$ cat src/rtl/regfile_dump_pkg.sv
// Shared definitions for the register-file dump reader: FSM state encoding
// and the default widths used when the top is instantiated without overrides.
package regfile_dump_pkg;

    localparam int DATA_WIDTH_DEF = 32;
    localparam int ADDR_WIDTH_DEF = 5;

    typedef enum logic [1:0] {
        IDLE = 2'd0,
        READ = 2'd1,
        SEND = 2'd2,
        CSUM = 2'd3
    } state_t;

endpackage

$ cat src/rtl/regfile_dump_reader.sv
// Walks a register range through one combinational read port and streams {index, data}
// over valid/ready. Define REGFILE_DUMP_CSUM_EN to append a trailing XOR checksum word.
module regfile_dump_reader
    import regfile_dump_pkg::*;
#(
    parameter int DATA_WIDTH = DATA_WIDTH_DEF,
    parameter int ADDR_WIDTH = ADDR_WIDTH_DEF
) (
    input  logic                  clk,
    input  logic                  rst,
    input  logic                  start,
    input  logic [ADDR_WIDTH-1:0] first_idx,
    input  logic [ADDR_WIDTH-1:0] last_idx,
    output logic                  busy,
    output logic                  done,
    output logic                  err,
    output logic [ADDR_WIDTH-1:0] rd_addr,
    input  logic [DATA_WIDTH-1:0] rd_data,
    output logic                  out_valid,
    input  logic                  out_ready,
    output logic [ADDR_WIDTH-1:0] out_idx,
    output logic [DATA_WIDTH-1:0] out_data,
    output logic                  out_last,
    output logic                  out_is_csum
);

    state_t                state;
    state_t                next_state;
    logic [ADDR_WIDTH-1:0] idx;
    logic [ADDR_WIDTH-1:0] last;
    logic                  load;
    logic                  finish;
    logic                  reject;
    logic                  hs;
    logic                  at_last;

`ifdef REGFILE_DUMP_CSUM_EN
    logic [DATA_WIDTH-1:0] csum;
    logic                  csum_word;
    assign out_is_csum = csum_word;
`else
    assign out_is_csum = 1'b0;
`endif

    assign busy      = (state != IDLE);
    assign out_valid = (state == SEND) || (state == CSUM);
    assign hs        = out_valid && out_ready;
    assign at_last   = (idx == last);
    assign rd_addr   = idx;

    always_ff @(posedge clk) begin
        if (rst) begin
            state <= IDLE;
        end else begin
            state <= next_state;
        end
    end

    always_comb begin
        next_state = state;
        load       = 1'b0;
        finish     = 1'b0;
        reject     = 1'b0;
        case (state)
            IDLE: begin
                if (start) begin
                    if (first_idx <= last_idx) begin
                        load       = 1'b1;
                        next_state = READ;
                    end else begin
                        reject = 1'b1;
                    end
                end
            end
            READ: next_state = SEND;
            SEND: begin
                if (hs) begin
                    if (!at_last) begin
                        next_state = READ;
                    end else begin
`ifdef REGFILE_DUMP_CSUM_EN
                        next_state = CSUM;
`else
                        next_state = IDLE;
                        finish     = 1'b1;
`endif
                    end
                end
            end
            CSUM: begin
                if (hs) begin
                    next_state = IDLE;
                    finish     = 1'b1;
                end
            end
            default: next_state = IDLE;
        endcase
    end

    // Output holding stage: loaded in READ, frozen through SEND until the handshake.
    always_ff @(posedge clk) begin
        if (rst) begin
            idx      <= '0;
            last     <= '0;
            out_idx  <= '0;
            out_data <= '0;
            out_last <= 1'b0;
            done     <= 1'b0;
            err      <= 1'b0;
`ifdef REGFILE_DUMP_CSUM_EN
            csum      <= '0;
            csum_word <= 1'b0;
`endif
        end else begin
            done <= finish || reject;
            err  <= reject;
            if (load) begin
                idx  <= first_idx;
                last <= last_idx;
`ifdef REGFILE_DUMP_CSUM_EN
                csum <= '0;
`endif
            end
            if (state == READ) begin
                out_idx  <= idx;
                out_data <= rd_data;
`ifdef REGFILE_DUMP_CSUM_EN
                out_last  <= 1'b0;
                csum_word <= 1'b0;
`else
                out_last <= at_last;
`endif
            end
            // Counter stops on the last index so a range ending at the top never wraps.
            if ((state == SEND) && hs) begin
                if (!at_last) begin
                    idx <= idx + 1'b1;
                end
`ifdef REGFILE_DUMP_CSUM_EN
                csum <= csum ^ out_data;
                if (at_last) begin
                    out_idx   <= '0;
                    out_data  <= csum ^ out_data;
                    out_last  <= 1'b1;
                    csum_word <= 1'b1;
                end
`endif
            end
        end
    end

endmodule

$ cat config.mk
export PLATFORM = sky130hd
export DESIGN_NAME = regfile_dump_reader
export DESIGN_NICKNAME = d
export VERILOG_FILES = /design/src/rtl/regfile_dump_pkg.sv /design/src/rtl/regfile_dump_reader.sv
export SDC_FILE = /design/constraint.sdc
export NUM_CORES = 1
export LEC_CHECK = 0
export ABC_AREA = 1
export CAP_MARGIN = 40
export CORE_MARGIN = 2
export CORE_UTILIZATION = 25
export CTS_CLUSTER_SIZE = 40
export DETAILED_ROUTE_END_ITERATION = 10
export DONT_BUFFER_PORTS = 1
export SKIP_LAST_GASP = 1
export SLEW_MARGIN = 5
export SYNTH_ARGS = -nofsm -noshare
export SYNTH_HDL_FRONTEND = slang
export SYNTH_SLANG_ARGS = --single-unit
$ cat constraint.sdc
create_clock -name clk -period 3.2 [get_ports clk]
set_input_delay 0 -clock clk [delete_from_list [all_inputs] [get_ports clk]]
set_output_delay 0 -clock clk [all_outputs]
set_load 0.03 [all_outputs]
=== Word-level counts from Yosys, hierarchy flattened ===
Index checks and enable logic that the tools add are counted.

* Equality and inequality tests: 8
* Reduce and logical (&&, ||, !) cells: 7
* Add/sub/neg operators: 1
* $lt $le $gt $ge: 1
* Muxes and demuxes: 19

{| class="wikitable"
|+ Operator list
! operator !! count
|-
| $mux W5 || 3
|-
| $mux W1 || 10
|-
| $mux W2 || 4
|-
| $ne A2 B2 Y1 const B || 4
|-
| $pmux W2 S4 || 1
|-
| $add A5 B1 Y5 const B || 1
|-
| $eq A5 B5 Y1 || 1
|-
| $le A5 B5 Y1 || 1
|-
| $eq A2 B2 Y1 const B || 2
|-
| $reduce_and A4 Y1 || 1
|-
| $eq A2 B1 Y1 const B || 1
|-
| $logic_and A1 B1 Y1 || 2
|-
| $logic_not A2 Y1 || 1
|-
| $logic_or A1 B1 Y1 || 2
|-
| $pmux W1 S2 || 1
|-
| $reduce_bool A2 Y1 || 1
|}

* Input bits: 46
* Word-level logic and storage cells: 44
* Register bits: 52

=== Logic depth before layout (Yosys ltp) ===
* Depth after elaboration: 7
* Mapped depth: 11

=== Worst setup path after synthesis ===
OpenSTA, ideal clock, no wires.

* Kind: register to register
* Start: register idx[1], in the netlist rd_addr[1]
* End: register idx[0], in the netlist rd_addr[0]
* Cell stages (with the launch flop): 10
* Data arrival time: 1.324 ns
* Library setup time: 0.111 ns
* Slack: 1.764 ns
* Buffers on the path: 0
* Cells stage by stage: dfxtp_1 -> inv_1 -> nand2_1 -> nand2_1 -> nor2_1 -> nand3_4 -> nand3_4 -> nand2_1 -> nor2_1 -> nor2_1

* Cells in the longest elaborated chain, start to end: 3

{| class="wikitable"
|+ Ends and longest elaborated chain
! what !! line !! source
|-
| start, declared || regfile_dump_reader.sv:29 || <nowiki>logic [ADDR_WIDTH-1:0] idx;</nowiki>
|-
| start signal, assigned || regfile_dump_reader.sv:118 || <nowiki>idx <= first_idx;</nowiki>
|-
| start signal, assigned || regfile_dump_reader.sv:137 || <nowiki>idx <= idx + 1'b1;</nowiki>
|-
| $eq A5 B5 Y1 || regfile_dump_reader.sv:48 || <nowiki>assign at_last = (idx == last);</nowiki>
|-
| $mux W5 || regfile_dump_reader.sv:136 || <nowiki>if (!at_last) begin</nowiki>
|-
| $mux W5 || regfile_dump_reader.sv:135 || <nowiki>if ((state == SEND) && hs) begin</nowiki>
|}

Every way passes these cells.
A chain may end at the register's enable or synchronous reset.

=== Worst setup path after layout ===
* Start: register idx[1], in the netlist rd_addr[1]
* End: register done

* Cells in the longest elaborated chain, start to end: 5

{| class="wikitable"
|+ Ends and longest elaborated chain
! what !! line !! source
|-
| $eq A5 B5 Y1 || regfile_dump_reader.sv:48 ||
|-
| $mux W1 || regfile_dump_reader.sv:78 || <nowiki>if (!at_last) begin</nowiki>
|-
| $mux W1 || regfile_dump_reader.sv:77 || <nowiki>if (hs) begin</nowiki>
|-
| $pmux W1 S2 || regfile_dump_reader.sv:64 || <nowiki>case (state)</nowiki>
|-
| $logic_or A1 B1 Y1 || regfile_dump_reader.sv:115 || <nowiki>done <= finish || reject;</nowiki>
|-
| end signal, assigned || regfile_dump_reader.sv:115 ||
|-
| end, declared || regfile_dump_reader.sv:15 || <nowiki>output logic done,</nowiki>
|}

Every way passes these cells.

==> reports/metrics.yaml <==
route.detailed.drc: 0
dieArea_um2: 10030
pin_count: 94
cts_resized: 0
drive_above_1_share_pct: 8.309
grt_max_degree: 33
first_pass_iters: 4
synth_top_flop_cell: "dfxtp_1"
crit_chain: "inv_1, nand2_1, nand2_1, nor2_1, nand3_4, nand2_1, nand2_1, a21oi_2, dlygate4sd3_1"
post-route-min-period_ns: 2.164
crit_start: "rd_addr[1]"
antennaDiodeCount: 0
grt_pass1_wl_mm: 9.618
cts.sinks: 52
hp-start: "out_ready"
synthTopCellsByCount: "77 x nor2_1, 52 x dfxtp_1, 39 x nand2_1, 39 x o21ai_0, 19 x inv_1"
worstMarginPinSlew_ns: 0.5931
syn_nets: 361
row_count: 35
maxSlewViolCount: 0
clk_root_buffer_cell: "clkbuf_8"
wl_per_cell_um: 12.98
start_util_pct: 25.38
yosysMostFrequentCell: "nor2_1"
critPathMaxStageDelay_ns: 0.62
drt-initial-drc-count: 100
yosysTopAreaCellShare_pct: 45.02
arrival_ns: 2.41
yosysUniqueCellTypes: 28
startpoint_type: "flop"
post-synth-top-area-cell: "dfxtp_1"
worst_path_most_repeated_cell: "nand2_1"
vdd_drop_max_v: 0.0003041
power_density_nw_per_um2: 639.1
maxCapViolations: 0
syn_to_final_growth_pct: 27.44
setup_viol: 0
chipWidth_um: 100.2
timing.rr.start: "rd_addr[1]"
hpwl_mm: 4.016
core_um2: 9109
path_clk_slew_ns: 0.09
globalplace.congestion: 0.7819
yosysSeqAreaShare_pct: 45.02
yosysWarnings: 0
fin_setup_tns_ns: 0
grt_use_met1_pct: 13.55
antenna_left: 0
crit_fanout: 8
cts.path.max_buffers: 2
place_worst_setup_slack_ns: 1.510
path_class: "reg -> reg"
io_buffers: 0
setup_ws_ns: 1.036
rsz0062_at_grt: "false"
antenna_found_initial: 0
clock_latency_ns: 0.30
final.setup_skew_ns: 0.009125
grt_use_total_pct: 11.90
globalRoute.busiestLayer: "met2"
hold_buffers: 46
ys_seq_elements: 52
cts_tree: "yes"
gr-total-overflow: 0
ys_top_cells_by_area: "dfxtp_1 45%, nor2_1 13%, o21ai_0 8.4%"
synth.avg_cell_area_um2: 7.483
vias: 2095
drt_wl_total_mm: 5.973
min_path_type: "in -> reg"
async_flop_share_pct: 0
fin_nets: 400
grt_pass1_vias: 2022
grt_use_met3_pct: 3.900
status: "finished clean"
fmax_mhz: 462.1
syn_inst: 309
post_cts_buffers: 0
crit_slowest_cell: "dfxtp_1"
slew_headroom_pct: 60.42
endpoint_kind: "flop"
power_leakage_nw: 1.264
timing.final.hold_violations: 0
syn_area_um2: 2312
viasPerCell: 4.554
synth-edff-count: 0
die_y_um: 100.2
crit_required_ns: 3.45
h-tree-depth: 2
final.period_utilization_pct: 67.62
cts_buffers: 5
gr-usage-met2_pct: 20.75
critical path, delay by kind of cell (launching register included):
kind	cells	cell delay [ns]
buffers and inverters	2	0.73
AO/OA/AOI/OAI	1	0.11
flip-flops	1	0.62
AND/OR/NAND/NOR	6	0.63
routing by layer:
metal	wire length (µm)	part of all wire, %	up-vias
met5	0	0	-
met4	71	1.2	0
met3	349	5.8	4
met2	3005	50	65
met1	2546	43	964
li1	-	-	1062
stage by stage:
stage | utilization, % | power [mW] | cells | hold slack (ns) | cell area (µm²)
after detailed placement | 26.30 | 1.475 | 406 | 0.06658 | 2396
after global placement | 26.00 | 1.457 | 405 | 0.06541 | 2369
after global routing | 32.35 | 2.016 | 460 | 0.01625 | 2947
after CTS | 32.35 | 1.913 | 460 | 0.01134 | 2947
after floorplan | - | 1.390 | 309 | 0.1349 | 2312
final | 32.35 | 1.883 | 460 | 0.02316 | 2947
where the power goes:
part	internal, mW	total [mW]	switching [mW]
Combinational	0.162	0.444	0.282
Sequential	0.762	1.06	0.300
Clock	0.177	0.378	0.201
Total	1.10	1.88	0.782
worst paths after layout:
check / slack [ns] / to / cells past startpoint
setup / recovery: 1.04 / done / 9
hold / removal: 0.02 / state[0] / 4
setup reg to reg: 1.04 / done / 9
hold reg to reg: 0.48 / last[0] / 2
layout by cell type (no fill, tap or decap):
master / count
clkinv_1: 1
xor2_1: 2
nand2_1: 39
nand2_4: 1
inv_2: 6
xnor2_1: 2
a21oi_1: 15
conb_1: 1
dfxtp_1: 52
ha_1: 6
nand3_1: 12
nand4_1: 6
nand2_2: 1
buf_16: 1
nor2_8: 1
clkbuf_8: 6
clkbuf_1: 2
nor2_2: 2
nor3_1: 1
a21oi_2: 5
nor2_4: 2
inv_1: 19
nand3_2: 1
dlygate4sd3_1: 46
nor2_1: 77
buf_4: 1
o21ai_0: 39
nand3_4: 2
registers in the layout, indices dropped and copies added (netlist names):
register  count
out_data     32
out_last      1
out_idx       5
done          1
state         2
rd_addr       5
last          5
err           1
area by class of cell:
type	instances	area (µm²)
Clock buffer	8	90.09
Fill cell	959	6162
Inverter	26	97.59
Multi-Input combinational cell	215	1084
Sequential cell	52	1041
Tap cell	111	138.9
Timing Repair Buffer	48	495.5
logic make-up (layout without fill, tap and decap cells):
group           after synthesis  in the layout  share of synthesized area [%]
other cells                   1              1                         0.1622
flops                        52             52                          45.02
xor+xnor                      4              4                          1.515
simple gates                145            145                          28.36
buf+inv                      42             82                          8.116
compound gates               59             59                          13.58
fa+ha+maj                     6              6                          3.247
No activity file was read; power rests on OpenSTA's default activity.
